$ cat src/rtl/iq_modulate.sv
// iq_modulate
//   Transmit-side IQ modulator. Baseband I/Q samples arrive at the low rate over a
//   valid/ready handshake. They are linearly interpolated by 2^INTERP_LOG2 up to the
//   clk_in rate and mixed onto a local oscillator from an internal NCO.
//   The result is the real IF signal I*cos - Q*sin.
//
// Ports
//   clk_in     system clock, all logic on the rising edge
//   RST        synchronous reset, active-high
//   LO_fre     NCO frequency word, f = LO_fre * f_clk / 2^32
//   I_IN       signed baseband I sample
//   Q_IN       signed baseband Q sample
//   iq_valid   I_IN/Q_IN hold a sample
//   iq_ready   module takes a sample this cycle (one cycle in 2^INTERP_LOG2)
//   IF_OUT     signed modulated IF sample, one per clk_in
//   underflow  sticky flag: a sample slot passed without iq_valid
//
// Pipeline
//   stage 1  interpolated y (from prev/cur/k), NCO phase accumulator
//   stage 2  quarter-wave table lookup -> cos/sin, y delayed to match
//   stage 3  products y_i*cos and y_q*sin
//   stage 4  difference, scaling, saturation -> IF_OUT
module iq_modulate #(
    parameter int INPUT_WIDTH  = 12,
    parameter int LO_WIDTH     = 12,
    parameter int OUTPUT_WIDTH = 12,
    parameter int INTERP_LOG2  = 4,
    parameter int LUT_ADDR     = 8
) (
    input  logic                           clk_in,
    input  logic                           RST,
    input  logic [31:0]                    LO_fre,
    input  logic signed [INPUT_WIDTH-1:0]  I_IN,
    input  logic signed [INPUT_WIDTH-1:0]  Q_IN,
    input  logic                           iq_valid,
    output logic                           iq_ready,
    output logic signed [OUTPUT_WIDTH-1:0] IF_OUT,
    output logic                           underflow
);

    localparam int IW    = INPUT_WIDTH;
    localparam int LW    = LO_WIDTH;
    localparam int OW    = OUTPUT_WIDTH;
    localparam int KW    = INTERP_LOG2;
    localparam int PW    = IW + LW;          // product width
    localparam int SW    = PW + 1;           // difference width
    localparam int SHIFT = PW - OW - 1;      // scaling of the difference onto IF_OUT
    localparam int XW    = IW + KW + 2;      // interpolation working width
    localparam int NLUT  = 2 ** LUT_ADDR;
    localparam int FRAC  = 30;               // fixed-point fraction bits for table build

    localparam logic [KW-1:0]        K_LAST      = {KW{1'b1}};
    localparam logic signed [SW-1:0] OUT_MAX     = SW'((2 ** (OW - 1)) - 1);
    localparam logic signed [SW-1:0] OUT_MIN     = SW'(-(2 ** (OW - 1)));
    localparam longint               HALF_PI_FIX = 64'sd1686629713;  // pi/2 * 2^30

    // Quarter-wave entry n = round(A * sin(pi/2 * (n + 0.5) / NLUT)).
    // The table is built at elaboration from a Taylor series in 2^-30 fixed point.
    // That error is far below half an LSB, so the rounded entries are exact.
    function automatic logic [LW-1:0] sin_entry(input int n);
        longint x;
        longint term;
        longint acc;
        longint amp;
        x    = (HALF_PI_FIX * longint'(2 * n + 1)) >>> (LUT_ADDR + 1);
        term = x;
        acc  = x;
        for (int i = 1; i <= 10; i++) begin
            term = -((((term * x) >>> FRAC) * x) >>> FRAC) / longint'((2 * i) * (2 * i + 1));
            acc  = acc + term;
        end
        amp = longint'((2 ** (LW - 1)) - 1);
        return LW'((acc * amp + (64'sd1 <<< (FRAC - 1))) >>> FRAC);
    endfunction

    // y = p + floor((c - p) * k / 2^KW). The result always lies between p and c.
    function automatic logic signed [IW-1:0] interp(
        input logic signed [IW-1:0] p,
        input logic signed [IW-1:0] c,
        input logic [KW-1:0]        k
    );
        logic signed [XW-1:0] p_x;
        logic signed [XW-1:0] c_x;
        logic signed [XW-1:0] k_x;
        logic signed [XW-1:0] prod;
        logic signed [XW-1:0] y_x;
        p_x  = XW'(p);
        c_x  = XW'(c);
        k_x  = XW'(k);
        prod = (c_x - p_x) * k_x;
        y_x  = p_x + (prod >>> KW);
        return y_x[IW-1:0];
    endfunction

    // Full-precision signed multiply of a sample by an LO value.
    function automatic logic signed [PW-1:0] smul(
        input logic signed [IW-1:0] a,
        input logic signed [LW-1:0] b
    );
        logic signed [PW-1:0] a_x;
        logic signed [PW-1:0] b_x;
        a_x = PW'(a);
        b_x = PW'(b);
        return a_x * b_x;
    endfunction

    logic [LW-1:0] lut [NLUT];

    for (genvar n = 0; n < NLUT; n++) begin : g_lut
        localparam logic [LW-1:0] ENTRY = sin_entry(n);
        assign lut[n] = ENTRY;
    end

    logic [KW-1:0]          k_q,     k_d;
    logic                   ready_q, ready_d;
    logic                   uf_q,    uf_d;
    logic [2*IW-1:0]        prev_q,  prev_d;     // {I, Q}
    logic [2*IW-1:0]        cur_q,   cur_d;      // {I, Q}
    logic [31:0]            phase_q, phase_d;
    logic signed [IW-1:0]   yi_q,    yi_d;
    logic signed [IW-1:0]   yq_q,    yq_d;
    logic signed [IW-1:0]   yi2_q,   yi2_d;
    logic signed [IW-1:0]   yq2_q,   yq2_d;
    logic signed [LW-1:0]   cos_q,   cos_d;
    logic signed [LW-1:0]   sin_q,   sin_d;
    logic signed [PW-1:0]   pi_q,    pi_d;
    logic signed [PW-1:0]   pq_q,    pq_d;
    logic signed [OW-1:0]   if_q,    if_d;

    logic [LUT_ADDR-1:0]    idx;
    logic signed [LW-1:0]   tab_a;   // table at idx
    logic signed [LW-1:0]   tab_b;   // table at mirrored idx
    logic signed [SW-1:0]   diff;
    logic signed [SW-1:0]   scaled;

    // Next-state logic: slot counter, handshake, NCO and the four datapath stages.
    always_comb begin
        k_d     = k_q + KW'(1);
        ready_d = (k_d == K_LAST);
        uf_d    = uf_q;
        prev_d  = prev_q;
        cur_d   = cur_q;
        phase_d = phase_q + LO_fre;

        // The sample slot closes on every ready cycle whether or not a sample is present.
        if (ready_q) begin
            prev_d = cur_q;
            if (iq_valid) begin
                cur_d = {I_IN, Q_IN};
            end else begin
                cur_d = '0;
                uf_d  = 1'b1;
            end
        end else begin
            prev_d = prev_q;
        end

        // Stage 1: interpolation between the previous and current sample.
        yi_d = interp(prev_q[2*IW-1:IW], cur_q[2*IW-1:IW], k_q);
        yq_d = interp(prev_q[IW-1:0], cur_q[IW-1:0], k_q);

        // Stage 2: quarter-wave table lookup.
        // The mirrored index gives the complement, and the quadrant picks the signs.
        yi2_d = yi_q;
        yq2_d = yq_q;
        idx   = phase_q[29 -: LUT_ADDR];
        tab_a = lut[idx];
        tab_b = lut[~idx];
        case (phase_q[31:30])
            2'd0: begin cos_d =  tab_b; sin_d =  tab_a; end
            2'd1: begin cos_d = -tab_a; sin_d =  tab_b; end
            2'd2: begin cos_d = -tab_b; sin_d = -tab_a; end
            2'd3: begin cos_d =  tab_a; sin_d = -tab_b; end
            default: begin cos_d = tab_b; sin_d = tab_a; end
        endcase

        // Stage 3: mixing products.
        pi_d = smul(yi2_q, cos_q);
        pq_d = smul(yq2_q, sin_q);

        // Stage 4: I*cos - Q*sin, floor-scaled, clamped instead of wrapping.
        diff   = SW'(pi_q) - SW'(pq_q);
        scaled = diff >>> SHIFT;
        if (scaled > OUT_MAX) begin
            if_d = OUT_MAX[OW-1:0];
        end else if (scaled < OUT_MIN) begin
            if_d = OUT_MIN[OW-1:0];
        end else begin
            if_d = scaled[OW-1:0];
        end
    end

    // State and pipeline registers with synchronous reset.
    always_ff @(posedge clk_in) begin
        if (RST) begin
            k_q     <= '0;
            ready_q <= 1'b0;
            uf_q    <= 1'b0;
            prev_q  <= '0;
            cur_q   <= '0;
            phase_q <= '0;
            yi_q    <= '0;
            yq_q    <= '0;
            yi2_q   <= '0;
            yq2_q   <= '0;
            cos_q   <= '0;
            sin_q   <= '0;
            pi_q    <= '0;
            pq_q    <= '0;
            if_q    <= '0;
        end else begin
            k_q     <= k_d;
            ready_q <= ready_d;
            uf_q    <= uf_d;
            prev_q  <= prev_d;
            cur_q   <= cur_d;
            phase_q <= phase_d;
            yi_q    <= yi_d;
            yq_q    <= yq_d;
            yi2_q   <= yi2_d;
            yq2_q   <= yq2_d;
            cos_q   <= cos_d;
            sin_q   <= sin_d;
            pi_q    <= pi_d;
            pq_q    <= pq_d;
            if_q    <= if_d;
        end
    end

    assign iq_ready  = ready_q;
    assign underflow = uf_q;
    assign IF_OUT    = if_q;

endmodule

$ cat config.mk
export PLATFORM = sky130hd
export DESIGN_NAME = iq_modulate
export DESIGN_NICKNAME = d
export VERILOG_FILES = /design/src/rtl/iq_modulate.sv
export SDC_FILE = /design/constraint.sdc
export NUM_CORES = 2
export LEC_CHECK = 0
export ABC_AREA = 1
export BUFFER_PORTS_ARGS = -buffer_cell sky130_fd_sc_hd__buf_2
export CAP_MARGIN = 20
export CORE_UTILIZATION = 60
export DETAILED_ROUTE_END_ITERATION = 10
export GPL_TIMING_DRIVEN = 0
export MAX_ROUTING_LAYER = met4
export PLACE_DENSITY = 0.77
export SLEW_MARGIN = 20
export SYNTH_ARGS = -nofsm -noshare
export SYNTH_HDL_FRONTEND = slang
export SYNTH_SLANG_ARGS = --single-unit
$ cat constraint.sdc
create_clock -name clk_in -period 13.5 [get_ports clk_in]
set_input_delay 2.7 -clock clk_in [delete_from_list [all_inputs] [get_ports clk_in]]
set_output_delay 2.7 -clock clk_in [all_outputs]
set_load 0.05 [all_outputs]
-- Word-level counts from Yosys, hierarchy flattened
Memories as Yosys holds them, arrays and structs flattened.
Index checks and enable logic that the tools add are counted.
- reduce and logical (&&, ||, !) cells: 3
- bitwise operators: 4
- $lt $le $gt $ge: 4
- eq/ne operators: 4
- mux-type cells: 9
- multiply operators: 4
- add/sub/neg operators: 9
- operators by type and width (operator ; number):
    $pmux W12 S4 ; 2
    $mux W12 ; 5
    $mul A12 B12 Y24 ; 2
    $add A32 B32 Y32 ; 1
    $mul A13 B5 Y16 ; 2
    $sub A12 B12 Y13 ; 2
    $sub A24 B24 Y25 ; 1
    $add A12 B12 Y12 ; 2
    $mux W24 ; 1
    $neg A12 Y12 ; 2
    $ge A9 B9 Y1 const B ; 2
    $not A8 Y9 ; 2
    $gt A14 B12 Y1 const B ; 1
    $lt A14 B12 Y1 const B ; 1
    $mux W11 ; 1
    $not A8 Y8 ; 1
    $add A4 B1 Y4 const B ; 1
    $eq A2 B2 Y1 const B ; 2
    $eq A4 B4 Y1 const B ; 1
    $eq A2 B1 Y1 const B ; 1
    $logic_not A2 Y1 ; 1
    $reduce_and A2 Y1 ; 1
    $reduce_or A2 Y1 ; 1
    $not A1 Y1 ; 1
- flip-flop bits (word level): 218
- memories: 2
- logic and storage cells: 55
- ROM bits: 6144
- input port bits: 59
- output and inout port bits: 14
- memory list (memory ; depth ; width ; rd ports ; clocked after Yosys merged registers in ; wr ports ; RTL line ; source):
    (no name shown) ; 256 ; 12 ; 1 ; 0 ; 0 ; 168 ; tab_b = lut[~idx];
    (no name shown) ; 256 ; 12 ; 1 ; 0 ; 0 ; 167 ; tab_a = lut[idx];

-- Logic depth before layout (Yosys ltp)
- depth after elaboration: 7
- gate-level depth with buffers: 39
- mapped depth without buffers: 39

-- Least setup slack after synthesis
No wires, ideal clock.
- path kind: flip-flop to flip-flop
- start: register cur_q[0]
- end: register yq_q[11], in the netlist yq2_d[11]
- setup time: 113 ps
- data required time: 13387 ps
- path buffers: 0
- data arrival time: 5432 ps
- slack: 7956 ps
- period minus slack after synthesis: 5544 ps
- stages on the path, launching flop included: 36
- cells stage by stage: dfxtp_1 > inv_1 > ha_1 > fa_1 > o21ai_0 > a21oi_1 > o31ai_1 > xor2_1 > inv_1 > nor2_1 > ha_1 > fa_1 > inv_1 > fa_1 > inv_1 > ha_1 > a21o_1 > nor2_1 > o21ai_0 > nand2_1 > nand2_1 > a21o_1 > nand2_1 > nand2_1 > nand2_1 > nand2_1 > ha_1 > nand2_1 > nor2_1 > nand3_1 > o2111ai_1 > xor2_1 > xor2_1 > nand2_1 > nand2_1 > nor2_1
- word-level cells in the longest chain between the ends: 3
- RTL lines (element ; RTL line ; source):
    from (decl) ; 118 ; logic [2*IW-1:0] cur_q, cur_d;
    from (signal assigned) ; 216 ; cur_q <= cur_d;
    $sub A12 B12 Y13 ; 90 ; prod = (c_x - p_x) * k_x;
    $mul A13 B5 Y16 ; 90 ;
    $add A12 B12 Y12 ; 91 ; y_x = p_x + (prod >>> KW);
    to (signal assigned) ; 219 ; yq_q <= yq_d;
    to (decl) ; 121 ; logic signed [IW-1:0] yq_q, yq_d;
Every way passes these cells.
A chain may end at the register's enable or synchronous reset.

-- Worst setup path after layout
Ends and elaborated chain as after synthesis.

==> results.md <==
* Post-synthesis sequential area ratio at 14.32%
* Worst skew pair latency at 570 ps
* Die Area at 0.05169 sq mm
* CTS Hold Buffers Added at 0
* GRT met3 Usage at 8.647%
* Register Area at 0.004364 sq mm
* Met2 Track Usage GR at 63.86%
* Synth Warn # at 0
* Met1 usage at 52.89%
* Final Max Tran Viols at 0
* Fill cells at 4543
* Main flop type after synthesis: dfxtp_1
* Synth cell types at 54
* CP Class: register to register
* Yosys reg bits at 218
* Crit end category: register
* Layout cells sized above 1 at 5.963%
* Total routed wirelength at 104200 um
* Flop pwr share at 16.0%
* Worst Path Required at 13960 ps
* Via count at 29990
* Clock power share at 13.7%
* Clk slew on worst S/H paths at 60 ps
* Area of the multi-input gates at 0.02216 sq mm
* Synth Net Count at 5082
* WP data arrival at 7070 ps
* Leading area contributor after synthesis: fa_1
* Number of cells produced by synthesis at 4411
* Clock tree from TritonCTS: yes
* Total grt overflow at 0
* Area of the core at 0.05017 sq mm
* Sinks on the clock net at 218
* Ys async rst share at 0%
* Largest net degree at the start of global routing at 17
* MaxCap Viol Count at 0
* Status: finished clean
* Setup TNS at 0 ps
* Setup Skew at 37.56 ps
* Cell area after synthesis at 0.03047 sq mm
* Sw Ratio at 58.13%
* DRC viols at 0
* Critical path's largest stage delay at 570 ps
* Final Critical Period at 6613 ps
* VDD IR max at 0.1769 mV
* Antenna violations before repair at 0
* P per Cell Area at 164.2 mW/mm^2
* Post-synth EDFFs at 0
* GRT Overall Usage at 41.88%
* GP Congestion at 1.081
* Vias per cell at 5.768
* Combinational share of power at 70.2%
* Routed Antenna Nets at 0
* Vias in the first global route at 28720
* Critical path launch point type: register
* CP max stage cell: o21ai_0
* Hold Path Class: register to register
* CTS Buffer Depth at 3
* Max Clock Freq at 151.2 MHz
* Hold WS at 402.3 ps
* Syn Area/Cell at 6.909 sq um
* Design Area, Final at 0.03256 sq mm
* # IOs at 73
* P_leak at 17.16 nW
* Synth-to-layout area growth at 6.844%
* Total design power at 5.347 mW
* Share of the synthesized area in the top cell type at 21.55%
* Post-CTS Repair Setup Buffers at 0
* Final Hold Fails at 0
* GR peak layer: met2
* HPWL after detailed placement at 82700 um
* Row count at 82
* Antenna cells at 0
* Area post-placement at 0.03167 sq mm
* RSZ-0062 raised after global routing: no
* Tcrit/Tclk final at 48.98%
* Die width at 227.4 um
* Global-route wire length before repair at 160100 um
* Setup-failing EPs final at 0
* Root Driver: clkbuf_16
* Pint at 2.239 mW
* Initial core utilization at 60.74%
* H-tree lvl count at 1
* Slew HR at 21.08%
* Routed len/inst at 20.03 um
* PostCTS Resize Cnt at 0
* DRT Pass-1 Iters at 6
* Slew at the pin closest to its max-slew limit at 1184 ps
* Num CTS Buffers at 26
* Initial DRC count at 3091
* Synth top area cells: fa_1 22%, dfxtp_1 14%, nand2_1 13%
* Most frequent CP cell: nand2_1
* Nets at 5181
* CP Max Fanout at 7
* Die height at 227.4 um
* P_sw at 3.108 mW
* Port Buffers at 71
==> worst max-delay path: cells and delay by family, from the launching register on <==
| family | cells | cell delay, ps |
|---|---|---|
| AOI/OAI and AO/OA | 6 | 1360 |
| xor gates and xnor gates | 3 | 670 |
| adders and majority gates | 7 | 2600 |
| buffers and inverters | 5 | 340 |
| DFF | 1 | 340 |
| and+or+nand+nor | 12 | 1220 |
==> metrics by stage <==
stage	util, %	instances	worst slack, ps
after floorplan	-	4411	7956
after global placement	63.13	5154	7207
final	64.90	5200	6887
after detailed placement	63.13	5154	7114
after global routing	64.90	5200	6396
after CTS	64.90	5200	7021
==> registers in the layout (all words and copies together) (netlist names) <==
| register | count |
|---|---|
| yq2_d | 12 |
| IF_OUT | 12 |
| yi2_q | 12 |
| underflow | 1 |
| pq_q | 24 |
| prev_q | 24 |
| iq_ready | 1 |
| pi_q | 24 |
| yq2_q | 12 |
| phase_q | 32 |
| cur_q | 24 |
| yi2_d | 12 |
| sin_q | 12 |
| k_q | 4 |
| cos_q | 12 |
==> synthesized netlist by cell type (35+ instances only) <==
cell type  instances
inv_1            829
ha_1             284
or2_2             36
dfxtp_1          218
nor2_1           322
nand3_1          251
nand2_1         1046
nand4_1           35
fa_1             328
clkbuf_1         101
xor2_1            51
o21ai_0          227
a21oi_1          341
==> cells by family (layout without fill, tap and decap cells) <==
kind of cell    after synthesis  in the layout  synth area share, %
buf+inv                    1005           1122                12.95
compound gates              719            719                12.87
xor+xnor                     79             79                2.271
fa+ha+maj                   612            612                33.21
flops                       218            218                14.32
simple gates               1778           1778                24.38
==> power groups by stage <==
| stage | Clock, mW | Combinational [mW] | Sequential (mW) |
|---|---|---|---|
| final | 0.734 | 3.76 | 0.857 |
| after global routing | 0.765 | 4.03 | 0.863 |
| after CTS | 0.737 | 3.57 | 0.853 |
| after detailed placement | 0 | 3.54 | 0.866 |
| after global placement | 0 | 3.57 | 0.863 |
| after floorplan | 0 | 2.40 | 0.857 |
==> per-layer routing <==
metal  routed length [um]  share of wire [%]  vias to the layer above
li1                     -                  -                    14030
met1                41790                 40                    13990
met2                45850                 44                     1609
met3                10590                 10                      369
met4                 5949                5.7                        0
met5                    0                  0                        -
==> cells in the final DEF, fill, tap and decap left out, types with 7 or more instances in the layout <==
cell       count
a211oi_1      12
a21o_1         8
a21oi_1      341
a31oi_1       15
buf_2        100
buf_4         11
buf_6         12
clkbuf_1     104
clkbuf_16     27
dfxtp_1      218
fa_1         328
ha_1         284
inv_1        829
inv_2         12
nand2_1     1046
nand2_2       20
nand3_1      251
nand3_2        7
nand4_1       35
nor2_1       322
nor2_2         8
nor3_1        21
nor4_1         9
o211ai_1       8
o21a_1        19
o21ai_0      227
o21ai_1       32
o21bai_1      16
o31ai_1        9
or2_2         36
xnor2_1       28
xor2_1        51
==> area by class of cell <==
type,count,share of cell area [%]
Tap cell,672,2.582
Buffer,158,2.344
Timing Repair Buffer,71,1.091
Clock inverter,10,0.4227
Multi-Input combinational cell,3188,68.07
Clock buffer,36,2.302
Sequential cell,218,13.40
Inverter,847,9.788
==> final timing paths <==
path	slack [ps]	depth (start not counted)	endpoint	from
max reg2reg	6890	33	yq2_d[11]	cur_q[0]
min	400	2	yq2_q[11]	yq2_d[11]
max	6890	33	yq2_d[11]	cur_q[0]
min reg2reg	400	2	yq2_q[11]	yq2_d[11]
(Power assumes the default switching activity.)
